## config.mk

```make
export PLATFORM = sky130hd
export DESIGN_NAME = uart_tx_scheduler
export DESIGN_NICKNAME = d
export VERILOG_FILES = /design/src/rtl/uart_sched_pkg.sv /design/src/rtl/rr_arbiter.sv /design/src/rtl/uart_tx_scheduler.sv
export SDC_FILE = /design/constraint.sdc
export NUM_CORES = 1
export LEC_CHECK = 0
export BUFFER_PORTS_ARGS = -buffer_cell sky130_fd_sc_hd__buf_2
export CAP_MARGIN = 5
export CORE_ASPECT_RATIO = 1.2
export CORE_UTILIZATION = 50
export CTS_BUF_LIST = sky130_fd_sc_hd__clkbuf_4 sky130_fd_sc_hd__clkbuf_8
export CTS_CLUSTER_SIZE = 28
export DETAILED_ROUTE_END_ITERATION = 10
export GPL_TIMING_DRIVEN = 0
export PLACE_DENSITY = 0.86
export SKIP_CTS_REPAIR_TIMING = 1
export SLEW_MARGIN = 20
export SYNTH_ARGS = -nofsm -noshare
export SYNTH_HDL_FRONTEND = slang
export SYNTH_SLANG_ARGS = --single-unit
```

## constraint.sdc

```tcl
create_clock -name CLK -period 4.5 [get_ports CLK]
set_clock_uncertainty 0.15 [all_clocks]
set_input_delay 0.9 -clock CLK [delete_from_list [all_inputs] [get_ports CLK]]
set_output_delay 0.9 -clock CLK [all_outputs]
set_load 0.05 [all_outputs]
```

## src/rtl/uart_sched_pkg.sv

```systemverilog
// Shared types and constants for the UART transmit scheduler.
// The MMIO addresses are the CPU-side view of the sender registers.
package uart_sched_pkg;

  typedef enum logic [2:0] {
    ST_IDLE,
    ST_LAUNCH,
    ST_WAIT_START,
    ST_WAIT_DONE,
    ST_GAP
  } state_t;

  localparam logic [31:0] UART_TXDATA_ADDR   = 32'h4000_0018;
  localparam logic [31:0] UART_TXEN_ADDR     = 32'h4000_001C;
  localparam logic [31:0] UART_TXSTATUS_ADDR = 32'h4000_0020;

endpackage

```

## src/rtl/rr_arbiter.sv

```systemverilog
// Combinational round-robin arbiter: first set request at or above i_ptr, wrapping.
// While i_lock is set only the locked owner is eligible.
module rr_arbiter #(
  parameter int NREQ = 4,
  parameter int IDW  = 2
) (
  input  logic [NREQ-1:0] i_req,
  input  logic [IDW-1:0]  i_ptr,
  input  logic            i_lock,
  input  logic [IDW-1:0]  i_lock_id,
  output logic [NREQ-1:0] o_grant,
  output logic [IDW-1:0]  o_grant_id,
  output logic            o_valid
);

  always_comb begin
    int             w_sum;
    logic [IDW-1:0] w_cand;
    // NOTE: every output gets a default first, so no path through this block infers a latch.
    o_grant    = '0;
    o_grant_id = '0;
    o_valid    = 1'b0;
    w_sum      = 0;
    w_cand     = '0;
    if (i_lock) begin
      if (i_req[i_lock_id]) begin
        o_valid    = 1'b1;
        o_grant_id = i_lock_id;
      end
    end else begin
      // Walk offsets downward so the smallest offset from i_ptr is the last writer.
      for (int k = NREQ - 1; k >= 0; k--) begin
        w_sum = int'(i_ptr) + k;
        if (w_sum >= NREQ) w_sum = w_sum - NREQ;
        w_cand = IDW'(w_sum);
        if (i_req[w_cand]) begin
          o_valid    = 1'b1;
          o_grant_id = w_cand;
        end
      end
    end
    if (o_valid) o_grant[o_grant_id] = 1'b1;
  end

endmodule

```

## src/rtl/uart_tx_scheduler.sv

```systemverilog
// Shares one UART sender among NREQ byte producers with round-robin arbitration,
// packet locking, an optional inter-frame gap and a start-acknowledge timeout.
module uart_tx_scheduler
  import uart_sched_pkg::*;
#(
  parameter int NREQ          = 4,
  parameter int IDW           = 2,
  parameter int GAP_CYCLES    = 0,
  parameter int START_TIMEOUT = 16
) (
  input  logic              CLK,
  input  logic              Reset,
  input  logic [NREQ-1:0]   req,
  input  logic [8*NREQ-1:0] data,
  input  logic [NREQ-1:0]   last,
  output logic [NREQ-1:0]   ack,
  output logic [7:0]        tx_data,
  output logic              tx_en,
  input  logic              tx_status,
  output logic [IDW-1:0]    grant_id,
  output logic              busy,
  output logic              err_timeout
);

  localparam int CW = $clog2(START_TIMEOUT + 1);
  localparam int GW = (GAP_CYCLES > 0) ? $clog2(GAP_CYCLES + 1) : 1;
  localparam logic [CW-1:0] TO_LIMIT = CW'(START_TIMEOUT);
  localparam logic [GW-1:0] GAP_LAST = GW'((GAP_CYCLES > 0) ? GAP_CYCLES - 1 : 0);

  state_t          r_state, w_state_nxt;
  logic [IDW-1:0]  r_ptr, w_ptr_nxt;
  logic            r_lock, w_lock_nxt;
  logic [CW-1:0]   r_to_cnt, w_to_cnt_nxt;
  logic [GW-1:0]   r_gap_cnt, w_gap_cnt_nxt;
  logic [NREQ-1:0] r_ack, w_ack_nxt;
  logic [7:0]      r_tx_data, w_tx_data_nxt;
  logic            r_tx_en, w_tx_en_nxt;
  logic [IDW-1:0]  r_grant_id, w_grant_id_nxt;
  logic            r_busy;
  logic            r_err, w_err_nxt;

  logic [NREQ-1:0] w_arb_grant;
  logic [IDW-1:0]  w_arb_id;
  logic            w_arb_valid;
  logic [7:0]      w_sel_byte;
  logic [IDW-1:0]  w_ptr_after;
  logic [CW-1:0]   w_to_inc;

  rr_arbiter #(
    .NREQ (NREQ),
    .IDW  (IDW)
  ) u_arb (
    .i_req      (req),
    .i_ptr      (r_ptr),
    .i_lock     (r_lock),
    .i_lock_id  (r_grant_id),
    .o_grant    (w_arb_grant),
    .o_grant_id (w_arb_id),
    .o_valid    (w_arb_valid)
  );

  assign w_sel_byte  = data[{w_arb_id, 3'b000} +: 8];
  assign w_ptr_after = (r_grant_id == IDW'(NREQ - 1)) ? '0 : r_grant_id + 1'b1;
  assign w_to_inc    = r_to_cnt + 1'b1;

  always_comb begin
    w_state_nxt    = r_state;
    w_ptr_nxt      = r_ptr;
    w_lock_nxt     = r_lock;
    w_to_cnt_nxt   = r_to_cnt;
    w_gap_cnt_nxt  = r_gap_cnt;
    w_ack_nxt      = '0;
    w_tx_en_nxt    = 1'b0;
    w_tx_data_nxt  = r_tx_data;
    w_grant_id_nxt = r_grant_id;
    w_err_nxt      = 1'b0;
    case (r_state)
      ST_IDLE: begin
        if (tx_status && w_arb_valid) begin
          w_state_nxt    = ST_LAUNCH;
          w_grant_id_nxt = w_arb_id;
          w_tx_data_nxt  = w_sel_byte;
          w_tx_en_nxt    = 1'b1;
          w_ack_nxt      = w_arb_grant;
        end
      end
      ST_LAUNCH: begin
        w_lock_nxt   = ~last[r_grant_id];
        if (last[r_grant_id]) w_ptr_nxt = w_ptr_after;
        w_to_cnt_nxt = '0;
        w_state_nxt  = ST_WAIT_START;
      end
      ST_WAIT_START: begin
        if (!tx_status) begin
          w_state_nxt = ST_WAIT_DONE;
        end else begin
          w_to_cnt_nxt = w_to_inc;
          if (w_to_inc == TO_LIMIT) begin
            w_err_nxt   = 1'b1;
            w_lock_nxt  = 1'b0;
            w_ptr_nxt   = w_ptr_after;
            w_state_nxt = ST_IDLE;
          end
        end
      end
      ST_WAIT_DONE: begin
        if (tx_status) begin
          w_gap_cnt_nxt = '0;
          if (GAP_CYCLES == 0) begin
            w_state_nxt = ST_IDLE;
            if (r_lock && !req[r_grant_id]) begin
              w_lock_nxt = 1'b0;
              w_ptr_nxt  = w_ptr_after;
            end
          end else begin
            w_state_nxt = ST_GAP;
          end
        end
      end
      ST_GAP: begin
        if (r_gap_cnt == GAP_LAST) begin
          w_state_nxt = ST_IDLE;
          // Owner dropped its request mid-packet: release the lock.
          if (r_lock && !req[r_grant_id]) begin
            w_lock_nxt = 1'b0;
            w_ptr_nxt  = w_ptr_after;
          end
        end else begin
          w_gap_cnt_nxt = r_gap_cnt + 1'b1;
        end
      end
      default: w_state_nxt = ST_IDLE;
    endcase
  end

  // NOTE: clocked state uses non-blocking assignments only, so every register sees pre-edge values.
  always_ff @(posedge CLK) begin
    if (Reset) begin
      r_state    <= ST_IDLE;
      r_ptr      <= '0;
      r_lock     <= 1'b0;
      r_to_cnt   <= '0;
      r_gap_cnt  <= '0;
      r_ack      <= '0;
      r_tx_data  <= '0;
      r_tx_en    <= 1'b0;
      r_grant_id <= '0;
      r_busy     <= 1'b0;
      r_err      <= 1'b0;
    end else begin
      r_state    <= w_state_nxt;
      r_ptr      <= w_ptr_nxt;
      r_lock     <= w_lock_nxt;
      r_to_cnt   <= w_to_cnt_nxt;
      r_gap_cnt  <= w_gap_cnt_nxt;
      r_ack      <= w_ack_nxt;
      r_tx_data  <= w_tx_data_nxt;
      r_tx_en    <= w_tx_en_nxt;
      r_grant_id <= w_grant_id_nxt;
      r_busy     <= (w_state_nxt != ST_IDLE);
      r_err      <= w_err_nxt;
    end
  end

  assign ack         = r_ack;
  assign tx_data     = r_tx_data;
  assign tx_en       = r_tx_en;
  assign grant_id    = r_grant_id;
  assign busy        = r_busy;
  assign err_timeout = r_err;

endmodule

```

==> results by group, run 1 <==
Place
  • GPL Wtd Cong: 0.780
  • Number of port buffers: 58
  • Post-Place Setup Slack: 1.49 ns
  • HPWL after detailed placement: 2870 um

Worst setup path
  • Max FO, Critical Path: 10
  • Worst path max stage delay: 0.46 ns
  • Worst Setup SP: req[0]
  • Slowest-stage cell, CP: clkbuf_1
  • Worst reg2reg path startpoint: grant_id[0]
  • Crit path kind: input port to flop
  • Sequence of cells on the critical path: buf_2 -> nand2b_1 -> a21oi_1 -> o32ai_1 -> clkbuf_1 -> mux2_2 -> a221o_1
  • Crit path capture: tx_data[5]
  • Crit end category: flop
  • R2R cell count: 6
  • Worst Path Required: 4.59 ns
  • Reg2reg end: tx_data[5]
  • Startpoint Class: input port
  • R2R Setup Slk: 2.08 ns
  • Critical Path AT: 2.73 ns

Timing
  • Max-slew violations: 0
  • Setup TNS: 0 ns
  • Highest achievable clock rate: 379 MHz
  • Worst Tran Pin Value: 0.583 ns
  • Slew margin rel.: 60.9%
  • Final min period: 2.64 ns
  • Final Hold Viols: 0
  • Period Utilization, post-route: 58.6%
  • Setup ws final: 1.86 ns
  • Final Setup Violations: 0
  • Unrepaired setup endpoints after global routing: no
  • Worst hold margin: 0.358 ns

Synthesis
  • Post-Syn Area: 1600 sq um
  • Simple-gate portion of the synthesized area: 23.2%
  • Synth Area in Adders: 1.57%
  • Mapped Nets: 213
  • Synth Area in Compound Gates: 18.7%
  • Post-synth EDFFs: 0
  • Main area contributors after synthesis: dfxtp_1 35%, mux2_2 12%, a221o_1 5.0%
  • Post-synth top area share: 35.1%
  • Mux share of post-synthesis cell area: 17.6%
  • Largest area contributor in the netlist: dfxtp_1
  • Post-synthesis async set-or-reset flop share: 0%
  • XOR/XNOR Fraction of Synth Area: 0%
  • Mapped Cells: 168
  • FF+latch count, synth: 28
  • Yosys warnings: 0
  • List of most frequent post-synthesis cells: 28 x dfxtp_1, 17 x mux2_2, 14 x a21oi_1
  • Sequential-to-total area share from yosys stat: 35.1%
  • Mean Syn Cell Area: 9.50 sq um
  • Top_reg_cell synth: dfxtp_1
  • Main combinational cell family by area after synthesis: simple AND/OR/NAND/NOR gates
  • Unique masters post-synth: 46
  • Cell with the most instances after synthesis: dfxtp_1

Global routing
  • Pin count of the biggest net entering global routing: 17
  • First-pass GRT wire length: 6420 um
  • Global-route usage over all layers: 24.5%
  • GR Overflow Total: 0
  • Number of global-route vias before repair: 1540
  • Initial antenna violation count: 0

Clock tree
  • Worst-path clk slew: 0.15 ns
  • Max H-tree Level: 1
  • Clk buf depth: 2
  • Clock sink total: 28
  • Cts bufs inserted: 3
  • Clk_lat worst skew: 0.33 ns
  • CTS tree: yes
  • CTS root buffer: clkbuf_4

Drt
  • WL final: 3680 um
  • Final ANT Viol Nets: 0
  • Routed via count: 1538
  • Vias per cell: 5.78
  • Drt pass-1 iters: 4
  • Drt initial violations: 38
  • Residual DRC: 0
  • Wirelength per Cell: 13.8 um

Hold path
  • Worst hold path type: flop to flop

Floorplan
  • Die footprint: 3420 sq um
  • Io pins: 60
  • Cell row count: 22
  • Die Width: 53.6 um
  • Initial core utilization: 52.3%
  • Die height: 63.9 um
  • Core area: 3060 sq um

Final layout
  • Area delta synth->final: 24.3%
  • Nets: 276
  • Diode count: 0
  • Share of cells above drive strength 1: 42.6%
  • Layout fillers: 247
  • Finished Core Util: 64.9%

Power and ir drop
  • Power Density: 273 nW/um^2
  • Worst VDD drop: 0.242 mV
  • Pleak: 0.864 nW

Flow run
  • Max Cap Viol: 0

Status
  • Status: complete, no violations
==> area by class of cell <==
cell class | instances | area [sq um] | area share, %
Sequential cell | 28 | 561 | 28.2
Tap cell | 36 | 45.0 | 2.27
Timing Repair Buffer | 58 | 290 | 14.6
Multi-Input combinational cell | 127 | 978 | 49.3
Inverter | 5 | 18.8 | 0.946
Clock inverter | 1 | 30.0 | 1.51
Buffer | 8 | 38.8 | 1.95
Clock buffer | 3 | 22.5 | 1.13
==> metrics by stage <==
stage / instances / cell area [sq um] / power, mW
CTS: 266 / 1980 / 0.541
global route: 266 / 1980 / 0.562
finish: 266 / 1980 / 0.542
global placement: 262 / 1930 / 0.379
floorplan: 168 / 1600 / 0.344
detailed placement: 262 / 1930 / 0.381
==> critical path, delay by kind of cell <==
family	cells	cell delay, ns
buffers and inverters	2	0.59
and+or+nand+nor	1	0.09
muxes	1	0.39
AOI/OAI and AO/OA	3	0.76
==> power breakdown <==
part | switching [mW] | leakage, nW | total (mW) | internal [mW]
clock | 0.0757 | 0.0279 | 0.166 | 0.0902
sequential | 0.00458 | 0.227 | 0.261 | 0.256
combinational | 0.0656 | 0.609 | 0.115 | 0.0493
total | 0.146 | 0.864 | 0.542 | 0.396
==> state kept, by name, indices dropped and copies added, names as in the netlist <==
signal       count
tx_data          8
r_to_cnt         5
ack              4
r_state          3
grant_id         2
r_ptr            2
busy             1
err_timeout      1
r_lock           1
tx_en            1
==> how the worst min path moves through the flow <==
stage           startpoint          end  cells past startpoint
2_1_floorplan  r_to_cnt[1]  r_to_cnt[1]                      2
3_3_place_gp   r_to_cnt[1]  r_to_cnt[1]                      2
3_5_place_dp   r_to_cnt[1]  r_to_cnt[1]                      2
4_1_cts        r_to_cnt[1]  r_to_cnt[1]                      2
5_1_grt        r_to_cnt[1]  r_to_cnt[1]                      2
6_report       r_to_cnt[1]  r_to_cnt[1]                      2
==> placed cells by master, fill, tap and decap left out, types with 5 or more instances in the layout <==
cell type / count
o21ai_0: 5
a21oi_1: 14
a221o_1: 8
and3_2: 6
clkbuf_1: 6
nand2_1: 8
buf_2: 59
inv_1: 5
nor2_1: 10
mux2_2: 17
dfxtp_1: 28
==> routing by layer <==
| metal | vias to the layer above | GRT usage (%) | routed length, um |
|---|---|---|---|
| li1 | 764 | - | - |
| met1 | 716 | 28.4 | 1530 |
| met2 | 53 | 44.7 | 1920 |
| met3 | 5 | 3.10 | 191 |
| met4 | 0 | 7.24 | 41 |
| met5 | - | 0 | 0 |
==> cell families (layout without fill, tap and decap cells) <==
family,count (synthesis),count (layout)
flops,28,28
compound gates,42,42
other cells,1,1
simple gates,59,59
mux,23,23
fa+ha+maj,2,2
buf+inv,13,75
Power figures use the tool's default switching activity.
==> run 2, diff against run 1 <==
- clock period: 4.5 -> 2.45 ns (I/O delays scaled with it)
==> run 2 against run 1 <==
Compared with the run above: clock power grew 83%; design area is essentially flat; count of clock-buffer cells in the layout is the same; global-route usage is the same; non-clock buffer count is the same; flip-flop and latch count is the same.
==> results by group, run 2 (synthesis gave the netlist of run 1 again) <==
Clock tree
  • CTS tree: yes
  • Clk buf depth: 2 (unchanged)
  • Cts bufs inserted: 3 (unchanged)
  • Clk_lat worst skew: 0.33 ns (about the same)
  • Clock sink total: 28 (unchanged)
  • CTS root buffer: clkbuf_4
  • Worst-path clk slew: 0.15 ns (about the same)
  • Max H-tree Level: 1 (unchanged)

Place
  • Placed cells: 262 (unchanged)
  • GPL Wtd Cong: 0.780 (unchanged)
  • Placed Area: 1930 sq um (unchanged)
  • HPWL after detailed placement: 2870 um (unchanged)
  • Number of port buffers: 58 (unchanged)

Status
  • Status: complete, no violations

Worst setup path
  • R2R Setup Slk: 0.13 ns (-1.95 ns)
  • R2R cell count: 6 (unchanged)
  • Worst Path Required: 2.54 ns (-2.05 ns)
  • Worst reg2reg path startpoint: grant_id[0]
  • Max FO, Critical Path: 10 (unchanged)
  • Critical Path AT: 2.41 ns (-0.32 ns)
  • Crit path depth: 6 (-1)
  • Slowest-stage cell, CP: dfxtp_1
  • Crit end category: flop
  • Startpoint Class: flop
  • Buffers and inverters on the worst path: 2 (unchanged)
  • Worst path max stage delay: 0.40 ns (-0.06 ns)
  • Crit path capture: tx_data[5]
  • Worst Setup SP: grant_id[0]
  • Crit path kind: flop to flop
  • Sequence of cells on the critical path: clkbuf_1 -> mux2i_1 -> o32ai_1 -> buf_2 -> mux2_2 -> a221o_1
  • Top Family by Delay on Critical Path: buffers and inverters
  • Reg2reg end: tx_data[5]

Timing
  • Worst hold margin: 0.301 ns (-0.0577 ns)
  • Period Utilization, post-route: 94.7%
  • Max-slew violations: 0 (unchanged)
  • Worst Tran Pin Value: 0.588 ns (+0.00459 ns)
  • Highest achievable clock rate: 431 MHz
  • Unrepaired setup endpoints after global routing: no
  • Final Setup Violations: 0 (unchanged)
  • Final Hold Viols: 0 (unchanged)
  • Slew margin rel.: 60.6% (-0.35 points)
  • Final min period: 2.32 ns

Final layout
  • Max reg flops: 8 (unchanged)
  • Nets: 276 (unchanged)
  • Commonest non-fill, non-tap cell in the layout: buf_2
  • Area delta synth->final: 24.4% (about the same)
  • Final non-filler cell total: 266 (unchanged)
  • Diode count: 0 (unchanged)
  • Fin area: 1990 sq um (about the same)
  • Layout fillers: 246 (-0.40%)
  • Most frequent cells in the layout: 59 x buf_2, 28 x dfxtp_1, 17 x mux2_2
  • Share of cells above drive strength 1: 43.0% (+0.43 points)

Drt
  • WL final: 3700 um (+0.57%)
  • Residual DRC: 0 (unchanged)
  • Routed via count: 1543 (+0.33%)
  • Vias per cell: 5.80 (+0.33%)
  • Drt pass-1 iters: 4 (unchanged)
  • Final ANT Viol Nets: 0 (unchanged)
  • Drt initial violations: 30 (-21%)
  • Wirelength per Cell: 13.9 um (+0.57%)

Flow run
  • Max Cap Viol: 0 (unchanged)

Global routing
  • Pin count of the biggest net entering global routing: 17 (unchanged)
  • Initial antenna violation count: 0 (unchanged)
  • First-pass GRT wire length: 6420 um (unchanged)
  • GR Overflow Total: 0 (unchanged)
  • Number of global-route vias before repair: 1540 (unchanged)
  • Global-route usage over all layers: 24.5% (unchanged)

Power and ir drop
  • Worst VDD drop: 0.444 mV (+83%)
  • Power Density: 501 nW/um^2 (+84%)
  • Pleak: 0.868 nW (+0.38%)

Floorplan
  • Die height: 63.9 um (unchanged)
  • Io pins: 60 (unchanged)
  • Initial core utilization: 52.3% (unchanged)
  • Die Width: 53.6 um (unchanged)
  • Die footprint: 3420 sq um (unchanged)
  • Cell row count: 22 (unchanged)
  • Core area: 3060 sq um (unchanged)

Hold path
  • Worst hold path type: input port to flop
  • WHS Path Cells: 3 (+1)
-- run 2: stage by stage --
step | setup TNS (ns) | setup slack (ns) | total power, mW | utilization, %
after floorplan | 0 | 0.0408 | 0.632 | -
after global placement | -0.593 | -0.131 | 0.695 | 63.2
after detailed placement | -0.769 | -0.153 | 0.700 | 63.2
after CTS | 0 | 0.0361 | 0.994 | 64.9
after global routing | 0 | 0.0215 | 1.03 | 65.0
final | 0 | 0.129 | 0.996 | 65.0
-- run 2: worst register-to-register path, delay by kind of cell (launching register included) --
kind	cells	cell delay (ns)
flip-flops	1	0.40
AO/OA/AOI/OAI	2	0.55
buffers and inverters	2	0.64
multiplexers	2	0.50
-- run 2: how the worst min path moves through the flow --
stage | from | end | slack (ns)
2_1_floorplan | r_to_cnt[1] | r_to_cnt[1] | 0.31
3_3_place_gp | r_to_cnt[1] | r_to_cnt[1] | 0.33
3_5_place_dp | r_to_cnt[1] | r_to_cnt[1] | 0.33
4_1_cts | tx_status | err_timeout | 0.30
5_1_grt | tx_status | err_timeout | 0.33
6_report | tx_status | err_timeout | 0.30
-- run 2: metal layers --
metal  up-vias  part of all wire (%)  GRT usage, %
met5         -                     0             0
met4         0                   1.1          7.24
met3         5                   5.5          3.10
met2        57                    52          44.7
met1       718                    41          28.4
li1        763                     -             -
-- run 2: cell type report --
| class | count | area (sq um) | share of cell area, % |
|---|---|---|---|
| sequential | 28 | 561 | 28.2 |
| clock buffer | 3 | 22.5 | 1.13 |
| tap | 36 | 45.0 | 2.27 |
| timing repair buffer | 58 | 290 | 14.6 |
| clock inverter | 1 | 30.0 | 1.51 |
| inverter | 5 | 18.8 | 0.945 |
| buffer | 8 | 40.0 | 2.02 |
| multi-input combinational | 127 | 978 | 49.3 |
-- run 2: where the power goes --
| group | leakage, nW | switching (mW) | internal [mW] |
|---|---|---|---|
| Sequential | 0.227 | 0.00850 | 0.471 |
| Combinational | 0.612 | 0.121 | 0.0909 |
| Clock | 0.0279 | 0.139 | 0.166 |
